## config.mk

```make
export PLATFORM = sky130hd
export DESIGN_NAME = data_c_width_combin
export DESIGN_NICKNAME = d
export VERILOG_FILES = /design/src/rtl/data_c_width_combin.sv
export SDC_FILE = /design/constraint.sdc
export NUM_CORES = 1
export LEC_CHECK = 0
export ABC_AREA = 1
export BUFFER_PORTS_ARGS = -buffer_cell sky130_fd_sc_hd__buf_4
export CAP_MARGIN = 20
export CORE_MARGIN = 10
export CORE_UTILIZATION = 61
export DETAILED_ROUTE_END_ITERATION = 12
export PLACE_DENSITY = 0.84
export SLEW_MARGIN = 10
export SYNTH_ARGS = -nofsm -noshare
export SYNTH_HDL_FRONTEND = slang
export SYNTH_SLANG_ARGS = --single-unit
export TNS_END_PERCENT = 30
```

## constraint.sdc

```tcl
create_clock -name clock -period 2.2 [get_ports clock]
set_input_delay 0 -clock clock [delete_from_list [all_inputs] [get_ports clock]]
set_output_delay 0 -clock clock [all_outputs]
set_load 0.005 [all_outputs]
```

## src/rtl/data_c_width_combin.sv

```systemverilog
// ----------------------------------------------------------------------------
// data_c_width_combin
//
// Packs a stream of narrow "slaver" beats into wide "master" words. Each
// accepted beat is written into the next lane of an accumulator. A word is
// closed when every lane has been filled, or earlier when the beat carries
// slaver_last. The closed word is presented on a registered output stage.
// Lanes that were never filled read as zero, and master_keep marks the
// lanes that hold data.
//
// Configuration macro:
//   DATA_C_COMBIN_MSB_FIRST_EN - when defined, the first beat of a word lands
//                                in the top lane and keep fills from the MSB
//                                down. When undefined, the first beat lands in
//                                lane 0 and keep fills from bit 0 up. Timing
//                                is the same in both builds.
//
// Parameters:
//   ISIZE - slaver beat width in bits
//   RATIO - beats per master word (2..16)
//   OSIZE - master word width, fixed at ISIZE*RATIO
//
// Ports:
//   clock        - single clock, rising edge
//   rst          - synchronous active-high reset
//   slaver_valid - upstream beat valid
//   slaver_ready - block can take the upstream beat
//   slaver_data  - upstream beat data   [ISIZE-1:0]
//   slaver_last  - beat closes the frame (and the current word)
//   master_valid - packed word valid (registered)
//   master_ready - downstream takes the word
//   master_data  - packed word          [OSIZE-1:0] (registered)
//   master_keep  - per-lane valid flags [RATIO-1:0] (registered)
//   master_last  - word closes a frame (registered)
// ----------------------------------------------------------------------------
module data_c_width_combin #(
    parameter  int ISIZE = 8,
    parameter  int RATIO = 4,
    localparam int OSIZE = ISIZE * RATIO
) (
    input  logic             clock,
    input  logic             rst,
    input  logic             slaver_valid,
    output logic             slaver_ready,
    input  logic [ISIZE-1:0] slaver_data,
    input  logic             slaver_last,
    output logic             master_valid,
    input  logic             master_ready,
    output logic [OSIZE-1:0] master_data,
    output logic [RATIO-1:0] master_keep,
    output logic             master_last
);

    localparam int CW = $clog2(RATIO);

    logic [CW-1:0]    r_cnt;
    logic [OSIZE-1:0] r_acc;
    logic [OSIZE-1:0] r_data;
    logic [RATIO-1:0] r_keep;
    logic             r_valid;
    logic             r_last;

    logic             w_accept;
    logic             w_done;
    logic [OSIZE-1:0] w_merged;
    logic [RATIO-1:0] w_keep;

    // The output register can take a new word whenever it is empty or is
    // being drained this very cycle, which lets completed words flow
    // back-to-back without a bubble.
    assign slaver_ready = !r_valid || master_ready;
    assign w_accept     = slaver_valid && slaver_ready;
    assign w_done       = w_accept && ((r_cnt == CW'(RATIO - 1)) || slaver_last);

    // Accumulator with the current beat dropped into its lane, plus the keep
    // mask covering every lane filled so far including the current one.
    // Lane selection is a compare per lane so no variable part-select is
    // needed.
    always_comb begin
        w_merged = r_acc;
        w_keep   = '0;
        for (int i = 0; i < RATIO; i++) begin
            if (i == int'(r_cnt)) begin
`ifdef DATA_C_COMBIN_MSB_FIRST_EN
                w_merged[(RATIO-1-i)*ISIZE +: ISIZE] = slaver_data;
`else
                w_merged[i*ISIZE +: ISIZE] = slaver_data;
`endif
            end
            if (i <= int'(r_cnt)) begin
`ifdef DATA_C_COMBIN_MSB_FIRST_EN
                w_keep[RATIO-1-i] = 1'b1;
`else
                w_keep[i] = 1'b1;
`endif
            end
        end
    end

    // Lane counter, accumulator and output stage. A drain clears valid, but a
    // word completing in the same cycle overrides that, so the later
    // assignment to r_valid wins. On completion the accumulator is wiped so
    // that unfilled lanes of the next word read zero.
    always_ff @(posedge clock) begin
        if (rst) begin
            r_cnt   <= '0;
            r_acc   <= '0;
            r_data  <= '0;
            r_keep  <= '0;
            r_valid <= 1'b0;
            r_last  <= 1'b0;
        end else begin
            if (r_valid && master_ready) begin
                r_valid <= 1'b0;
            end
            if (w_accept) begin
                if (w_done) begin
                    r_data  <= w_merged;
                    r_keep  <= w_keep;
                    r_last  <= slaver_last;
                    r_valid <= 1'b1;
                    r_cnt   <= '0;
                    r_acc   <= '0;
                end else begin
                    r_acc <= w_merged;
                    r_cnt <= r_cnt + CW'(1);
                end
            end
        end
    end

    assign master_valid = r_valid;
    assign master_data  = r_data;
    assign master_keep  = r_keep;
    assign master_last  = r_last;

endmodule

```

# Word level (Yosys, flattened, before mapping)
# Cells that the tools add are included.
# word_totals
output_inout_bits	39
regBits	72
word_cells	34
# classes
magnitude_cmp	3
reduce_logical	8
n_eq_ne	4
mux	12
addsub	1
# op_table
operator	n
32-bit 2-to-1 mux	1
8-bit 2-to-1 mux	4
1-bit 2-to-1 mux	6
2-bit == test, first input constant	2
2-bit <= comparator, first input constant	2
1-bit logical AND	3
2-bit by 1-bit adder with 2-bit output, second input constant	1
1-bit by 2-bit == test with 1-bit output, first input constant	1
2-bit == test, second input constant	1
1-bit by 2-bit <= comparator with 1-bit output, first input constant	1
2-bit logical NOT	1
1-bit logical OR	2
2-bit 2-to-1 mux	1
2-bit AND reduction	1
1-bit logical NOT	1

# Longest topological paths before layout
# Gate-level depths: netlist of run 1.
# logic_depth
word_depth	6
ltp_mapped	10
mapped_depth_nobuf	8

# Worst setup path before layout of run 1
# No wires, ideal clock.
# synth_path
kind	reg2reg
start	register r_cnt[0]
end	register r_data[23], in the netlist master_data[23]
t_arrival_ps	1291
period_less_slack_ps	1419
path_stages_with_launch	11
slack_ps	781
cell_sequence	dfxtp_1 inv_1 ha_1 buf_2 inv_2 buf_2 nand2_1 nand2_1 nand3_1 nand2_1 nor2_1
# synth_via
elab_chain_cells	4
elab_cells_between_ends	6
classes_between	2 x eq/ne; 1 x mux; 3 x reduce/logical
# synth_lines
item	line	source
start: declaration	56	logic [CW-1:0] r_cnt;
start signal: assignment	126	r_cnt <= r_cnt + CW'(1);
2-bit == test	73	assign w_done = w_accept && ((r_cnt == CW'(RATIO - 1)) || slaver_last);
1-bit logical OR	73	
1-bit logical AND	73	
2-bit AND reduction (no source line)	-	
end signal: assignment	118	r_data <= w_merged;
end: declaration	58	logic [OSIZE-1:0] r_data;
# Parallel ways exist; a longest one is shown, timed or not.
# A chain may end at the register's enable or synchronous reset.

# Final worst setup path of run 1
# layout_path
start	register r_cnt[1]
end	register r_acc[24]
# layout_via
elab_chain_cells	4
elab_cells_between_ends	6
classes_between	2 x eq/ne; 2 x mux; 2 x reduce/logical
# layout_lines
item	line	source
2-bit == test	73	
1-bit logical OR	73	
1-bit logical AND	73	
32-bit 2-to-1 mux (*)	117	if (w_done) begin
end signal: assignment	125	r_acc <= w_merged;
end: declaration	57	logic [OSIZE-1:0] r_acc;
# Every way passes the cells marked *; elsewhere a longest branch is shown, timed or not.

==> run summary, run 1 <==
The clock transition at the registers of the reported paths is 70 ps. Post-route minimum period: 1750 ps. The worst flop-to-flop path startpoint was r_cnt[1]$_SDFFE_PP0P_.

The tree is rooted in a clkbuf_8. The starting DRC count in detailed routing is 267. The transition time at the pin with the least slew margin is 824 ps. The number of library cell types mapped by synthesis was 17; the maximum clock frequency was 572 MHz. The TritonCTS buffer count is 9.

The first detailed-routing pass took 5 iterations. The number of antenna violations at the first check in global routing came out at 0. After technology mapping, the gate count stands at 581. In this run the count of I/O pins placed on the die edge is 52. Routed signal wires occupy layers up through met4. Entering global routing, the biggest net connects 58 pins. After detailed routing, the average wire length per cell comes to 13.3 µm. The depth of the worst register-to-register path works out to 8. Synthesis produced a netlist with a net count of 599. The power share of the clock group was 0.357.

The run finished with clean final reports. For the final routed database, the setup TNS stands at 0 ps. For the number of nets still failing antenna checks after routing, the log shows 0. TritonCTS built the clock tree. The internal power of the cells totals 2.15 mW. The largest total area in the synthesized netlist belongs to dfxtp_1. The timing startpoint of the critical path was r_cnt[1]$_SDFFE_PP0P_. The path class of the lowest-slack min-delay path was in -> reg. The setup slack after layout was 451 ps; the per-instance average area after synthesis was 6.16 µm². Routability-driven placement finished with a final weighted congestion of 0.862. The most common cell after layout, fill and taps aside was nand2_1. The routed length on met3 is 785 µm. The cell area after placement is 3940 µm².

The core footprint was 5610 µm²; the filler cell count in the final layout was 472. The data required time at the worst endpoint was 2450 ps; the initial standard-cell utilization of the core was 0.639. The maximum ir drop on the vdd rail is 0.428 mV, and the multi-input combinational cell area is 1630 µm². The fraction of the cycle the final worst path needs is 0.795, and the worst hold path stage count is 5. The relative contribution of combinational cells to total power is 0.172. Detailed-route wire length: 9.29 mm. Summing all non-filler instances in the final layout gives an area of 4150 µm². Timing analysis after detailed placement gives a worst setup slack of 524 ps. The switching power as a share of total power was 0.281. After synthesis the netlist holds a flip-flop and latch count of 72. In this run the worst path has a maximum fanout of 16.

The remaining max-slew budget at the tightest pin was 0.450; the proportion of netlist area held by the largest area contributor was 0.403. After detailed routing, the met2 layer carries 4.23 mm of wire. Gates resized during post-CTS repair numbered 0. For this design the total switching power over the nets is 0.841 mW.

The number of global-route vias before repair came out at 3,244. In the final layout, flip-flops and latches occupy 1440 µm². For this run, the slowest stage of the critical path takes 380 ps. The reg-to-reg critical path endpoint is r_acc[24]$_SDFFE_PP0P_. The standard cell with the maximum stage delay on the critical path is dfxtp_1. Row generation in the floorplan step produced 27 rows. Setup repair after global routing left no endpoint under its margin. Port buffering added 51 buffers.

For this design, the sink count on the clock tree is 72. Kind of critical path: reg -> reg. During synthesis, Yosys emitted a total of 0 warnings. Counting both buffers and inverters, the worst setup path holds a total of 3.

Traced cell by cell, the critical path runs through ha_1 > inv_2 > nand2_4 > nand3_2 > nand2_1 > inv_1 > nand2_1 > inv_1. The sequential cell fraction of total power is 0.471. The worst setup path is launched from a register. The number of vias per cell after detailed routing was 5.11. Final hold slack: 28.5 ps. In the layout the commonest cells are nand2_1, inv_1, dfxtp_1, buf_4, nor2_1. Summed over all cells, the static leakage comes to 2.19 nW. The logs give 9340 µm² for the total die area and 0 for the max-slew violation count.

The clock passes through at most 2 buffers. Detailed placement ended at an HPWL of 6.30 mm. Global routing finished with a remaining overflow of 0. For this design the ratio of total power to cell area is 721 nW/µm².

The die is 96.6 µm tall. The tool flagged a number of max-cap violations equal to 0. The number of diodes added for antenna fixing came out at 0. The routed layout has 3,564 vias.

For the worst setup path, the data arrival time is 2000 ps. STA classifies the critical path endpoint as a register. The aggregate global-route resource usage is 0.195, and the wire length on met1 is 4.08 mm.

The clock tree synthesis step divided the H-tree into 3 levels. The part of the Yosys area used for sequential elements is 0.403, and the register-to-register setup slack is 450 ps. The die is 96.6 µm wide.

In the post-synthesis netlist, the biggest area contributors are dfxtp_1, nand2_1, inv_1. For the worst-skew pair, the clock arrives at the later sink with an insertion delay of 350 ps. For this run, the post-layout net count is 638. The tools report the final count of hold timing violations as 0.

The mapped netlist covers 3580 µm². On the final layout, the worst clock skew is 6.80 ps. The post-route DRC violation count came out at 0. The global-route wire length before repair is 15.5 mm. The final standard cell utilization of the core came out at 0.739.

The kind of cell with the highest combined delay on the critical path was simple AND/OR/NAND/NOR gates. Setup violations remaining at the end of the flow were counted as 0. The worst hold path begins at slaver_data[1]. For hold timing, the worst endpoint is r_acc[17]$_SDFFE_PP0P_.

The synthesis-to-finish area growth is 15.8%, and the share of post-route cells with drive strength above 1 is 0.128.
how the worst max path moves through the flow:
stage	cells past startpoint	slack, ps	end
6_report	8	450	r_acc[24]$_SDFFE_PP0P_
2_1_floorplan	10	780	master_data[23]$_SDFFE_PP0P_
3_5_place_dp	8	520	r_acc[24]$_SDFFE_PP0P_
5_1_grt	8	290	r_acc[0]$_SDFFE_PP0P_
4_1_cts	7	490	r_acc[21]$_SDFFE_PP0P_
3_3_place_gp	8	580	r_acc[28]$_SDFFE_PP0P_
routing by layer:
layer / global-route usage / vias to the layer above
li1: - / 1798
met1: 0.247 / 1600
met2: 0.300 / 144
met3: 0.0589 / 22
met4: 0.0800 / 0
met5: 0 / -
sequential cells by signal (all words and copies together), names as in the netlist:
name	count
master_data	32
master_keep	4
master_last	1
master_valid	1
r_acc	32
r_cnt	2
synth_stat cells:
master    instances
a21oi_1          24
a21oi_2           1
buf_1             1
buf_2            15
buf_4             4
buf_6             4
clkbuf_1          8
dfxtp_1          72
ha_1              5
inv_1            85
inv_2             4
nand2_1         248
nand2_4           1
nand3_1          44
nand3_2           1
nor2_1           50
o21ai_0          14
final cells by class:
type | instances | share of cell area
multi-input cells | 388 | 0.393
flip-flops and latches | 72 | 0.348
repair buffers | 60 | 0.109
inverters | 89 | 0.0806
clock buffers | 13 | 0.0383
well taps | 72 | 0.0217
clock inverters | 3 | 0.00966
what timing repair did:
action | in CTS | in global routing
hold buffers | 1 | 0
setup buffers | 0 | 0
endpoints found under the setup margin | 0 | 0
endpoints found under the hold margin | 1 | 0
stage by stage:
step	power, mW	std cells
after detailed placement	1.94	680
after global routing	3.13	697
after global placement	1.93	680
after CTS	2.99	697
final	2.99	697
after floorplan	1.77	581
worst register-to-register path, delay by kind of cell (launching register included):
family,cells,cell delay (ps)
simple gates,4,610
buf+inv,3,420
flops,1,380
fa+ha+maj,1,250
power by group through the flow:
stage	combinational (mW)	clock, mW	sequential [mW]
floorplan	0.335	0	1.43
global placement	0.497	0	1.43
detailed placement	0.508	0	1.44
CTS	0.514	1.06	1.41
global route	0.586	1.13	1.41
finish	0.515	1.07	1.41
cell families after synthesis:
logic type               share of synthesized area
AND/OR/NAND/NOR                              0.380
buffers and inverters                        0.145
flip-flops                                   0.403
AO/OA/AOI/OAI                               0.0556
adder cells (fa/ha/maj)                     0.0175
Power figures use the tool's default switching activity.
==> run 2, diff against run 1 <==
Settings changed: ABC_AREA 1 to 0, CORE_UTILIZATION 61 to 50, PLACE_DENSITY 0.84 to 0.75.
Clock period 2.2 ns to 1.6 ns, I/O delays scaled along.
==> run 2 against run 1 <==
  * Global-route usage down 2.4 points
  * Critical endpoint is now r_acc[11]$_SDFFE_PP0P_
  * Die area up 4.0%
  * Synthesized area down 14%
  * Synthesized cell count down 46%
  * Non-clock buffer count up 21
==> run summary, run 2 <==
The flow ran to the end, and the final reports show no timing, DRC or antenna violations. The run gives 429 (-37%) as the number of instances in the placed design. The pin count of the biggest net entering global routing was 43 (-26%); the sum of buffers and inverters on the critical path was 1 (-2). The synthesis-to-finish area growth was 25.5%; the final global-route overflow total was 0 (unchanged). The detailed-route wire length was 8.55 mm (-8.0%). The area fraction in and, or, nand and nor cells after synthesis is 0.0820 (-0.298). The starting DRC count in detailed routing was 230 (-14%). The number of search-and-repair iterations in the first detailed-routing pass came out at 4 (-1).

The run gives 0.695 (+0.245) as the remaining max-slew budget at the tightest pin. The largest total area in the synthesized netlist belongs to dfxtp_1. The run gives 9 (unchanged) as the TritonCTS buffer count. The post-route minimum period is 1560 ps (-185 ps).

By area, the combinational part of the netlist is dominated by compound AO/OA/AOI/OAI gates. Leaving out fill and tap cells, the most frequent cells in the layout are buf_4, dfxtp_1, a31oi_1, a211oi_1, mux2i_1. For the leakage component of the power, the log shows 1.46 nW (-33%). Setup repair after global routing could not meet its margin everywhere.

The register-to-register setup slack is 40 ps (-420 ps), and the maximum clock frequency is 639 MHz (+12%). The multi-input combinational cell area was 1430 µm² (-12%); the data required time at the worst endpoint was 1850 ps (-600 ps). The switching power as a share of total power works out to 0.264 (-0.0170). The number of enable-type register cells in the synthesized netlist came out at 0 (unchanged). CTS sink count: 72 (unchanged). The worst hold path belongs to the class in -> reg. The final net count is 392 (-39%), and the met3 demand-to-capacity share in global routing is 0.0356 (-0.0233). The area share of fa/ha/maj cells after synthesis is 0.0203 (+0.00282). The run gives 0 (unchanged) as the post-route DRC violation count. The tools report the power share of the clock group as 0.340 (-0.017).

The logs give 0.510 (+0.039) for the sequential cell fraction of total power and 453 (-35%) for the final cell count without fillers. Walking the worst path, the cells encountered are ha_1 > buf_4 > nor3_1 > nor3_4 > o32ai_1. The data arrival time of the critical path was 1820 ps (-180 ps). The category of the worst setup path launch point is a register. Worst clock skew: 4.59 ps (-2.21 ps).

The cell area after technology mapping came out at 3080 µm² (-14%). Maximum ir drop on the vdd rail: 0.580 mV (+35%). The per-instance average area after synthesis is 9.88 µm² (+60%).

The tools report the synthesized net count as 330 (-45%). By instance count, the leading cell after synthesis is dfxtp_1. Peak fanout along the critical path: 8 (-8). The power density over the cells was 969 nW/µm² (+34%); the number of global-route vias before repair was 2,634 (-19%). The area fraction in compound gates after synthesis was 0.248 (+0.192); the sum of net half-perimeters after detailed placement was 5.73 mm (-9.1%). The number of placement rows came out at 28 (+3.7%). The share of post-route cells with drive strength above 1 was 0.265 (+0.137). Most used routing layer: met2. The final hold slack came out at 42.9 ps (+14.4 ps). The post-synthesis xor/xnor area fraction was 0 (unchanged).

The final count of hold timing violations is 0 (unchanged), and the filler cell count in the final layout is 518 (+9.7%). For the cell-internal power, the log shows 2.76 mW (+28%). The aggregate negative setup slack came out at 0 ps (unchanged). The area of all sequential standard cells came out at 1440 µm² (unchanged). The run gives 52 (unchanged) as the count of boundary I/O pins. The fraction of met2 tracks used by global routing is 0.277 (-0.0227), and the fraction of the cycle the final worst path needs is 0.978 (+0.183). The delay of the slowest critical-path stage is 340 ps (-40 ps), and the clock transition at the registers of the reported paths is 70 ps (about the same). The total power is 3.75 mW (+25%), and the number of vias per cell after detailed routing is 6.02 (+18%). The tools report the clock latency at the later pin of the worst-skew pair as 350 ps (about the same). The tools report the number of library cell types mapped by synthesis as 32 (+15). Grouping stages by cell kind, the critical path spends the most delay in simple AND/OR/NAND/NOR gates. The part of the Yosys area used for sequential elements was 0.468 (+0.0650).

The tools report the met1 track utilization from global routing as 0.210 (-0.0363). In this run the clock root is driven by a clkbuf_8. The fraction of synthesized area in multiplexers works out to 0.104 (+0.104). The global-route wire length before repair came out at 13.7 mm (-12%). The max-capacitance violation count was 0 (unchanged); the aggregate global-route resource usage was 0.171 (-0.0243). The total number of yosys warnings was 0 (unchanged); the proportion of netlist area held by the largest area contributor was 0.468 (+0.0650).

Number of failing setup endpoints in the final timing report: 0 (unchanged). Relative contribution of combinational cells to total power: 0.150 (-0.022). The average wire per standard cell is 18.9 µm (+42%), and the die width is 98.5 µm (+2.0%).

The max-slew violation count came out at 0 (unchanged). TritonCTS built the clock tree. The critical path in this run is classified as reg -> reg. Die height: 98.5 µm (+2.0%). Kind of end point of the critical path: a register.

The transition time at the pin with the least slew margin was 458 ps (-366 ps); the number of buffers between clock root and the deepest sink was 2 (unchanged). The run gives 0.879 (+1.9%) as the last weighted congestion value of the routability-driven placer. The number of H-tree levels came out at 3 (unchanged).

The tools report the core footprint as 5960 µm² (+6.2%). In the synthesized netlist, the cells that appear most often are dfxtp_1, a211oi_1, a31oi_1. Most common flop cell mapped by yosys: dfxtp_1. The total net switching power is 0.991 mW (+18%). The total die area is 9710 µm² (+4.0%). The flop and latch count out of synthesis was 72 (unchanged); the number of diodes added for antenna fixing was 0 (unchanged). The run gives 0 (unchanged) as the number of antenna violations at the first check in global routing. Among all stages on the critical path, the largest delay is contributed by dfxtp_1. The count of buffers from port buffering works out to 51 (unchanged).

After synthesis, the cell types taking the most area are dfxtp_1, mux2i_1, a211oi_1. The initial standard-cell utilization of the core is 0.518 (-0.121), and the async set-reset flop share out of synthesis is 0 (unchanged). The total vias in the final route is 2,729 (-23%).

The number of nets still failing antenna checks after routing is 0 (unchanged), and the gate count of the mapped netlist is 312 (-46%).
run 2: changes by cell type after synthesis, sizes merged, moves of 34 or more:
cell,before,now
nand3,45,2
nand2,249,10
a31oi,0,35
inv,89,24
a211oi,0,34
nor2,50,2
run 2: per-stage QoR:
| step | cell area [µm²] | util | setup slack [ps] |
|---|---|---|---|
| floorplan | 3080 | - | 183 |
| global placement | 3580 | 0.601 | 115 |
| detailed placement | 3580 | 0.601 | 4.80 |
| CTS | 3830 | 0.643 | 28.9 |
| global route | 3870 | 0.650 | -49.9 |
| finish | 3870 | 0.650 | 35.4 |
run 2: final timing paths:
kind,to,cells after the start,startpoint
max,r_acc[11]$_SDFFE_PP0P_,5,r_cnt[0]$_SDFFE_PP0P_
min,master_data[23]$_SDFFE_PP0P_,3,slaver_data[7]
max reg2reg,r_acc[11]$_SDFFE_PP0P_,5,r_cnt[0]$_SDFFE_PP0P_
min reg2reg,r_acc[28]$_SDFFE_PP0P_,1,r_acc[28]$_SDFFE_PP0P_
run 2: layout make-up:
cell class                 instances  share of cell area
clock buffer                      11              0.0391
tap                               75              0.0243
inverter                          24              0.0233
timing repair buffer              81               0.167
sequential                        72               0.373
multi-input combinational        186               0.369
clock inverter                     4             0.00517
run 2: worst min-delay path: stages:
cell and delay (ps):
buf_4 140, mux2i_1 130, a211oi_1 80
run 2: power by group through the flow:
stage,sequential (mW),combinational [mW],clock [mW]
after floorplan,1.95,0.292,0
after global placement,1.95,0.524,0
after detailed placement,1.95,0.536,0
after CTS,1.91,0.554,1.29
after global routing,1.92,0.611,1.36
final,1.91,0.563,1.27
run 2: cells by family after synthesis:
logic type	count (synthesis)
AO/OA/AOI/OAI	107
flip-flops	72
adder cells (fa/ha/maj)	5
multiplexers	32
AND/OR/NAND/NOR	42
buffers and inverters	54
run 2: per-layer routing:
metal,wire length [µm],part of all wire,vias up
li1,-,-,1305
met1,3730,0.44,1328
met2,4170,0.49,78
met3,425,0.050,18
met4,223,0.026,0
met5,0,0,-
run 2: what timing repair did:
item | in CTS | in global routing
gates resized for setup | 1 | 8
buffers inserted | 1 | 1
hold buffers | 7 | 0
cloned | 0 | 0
pin swaps | 1 | 1
hold endpoints to repair | 24 | 0
endpoints found under the setup margin | 2 | 24
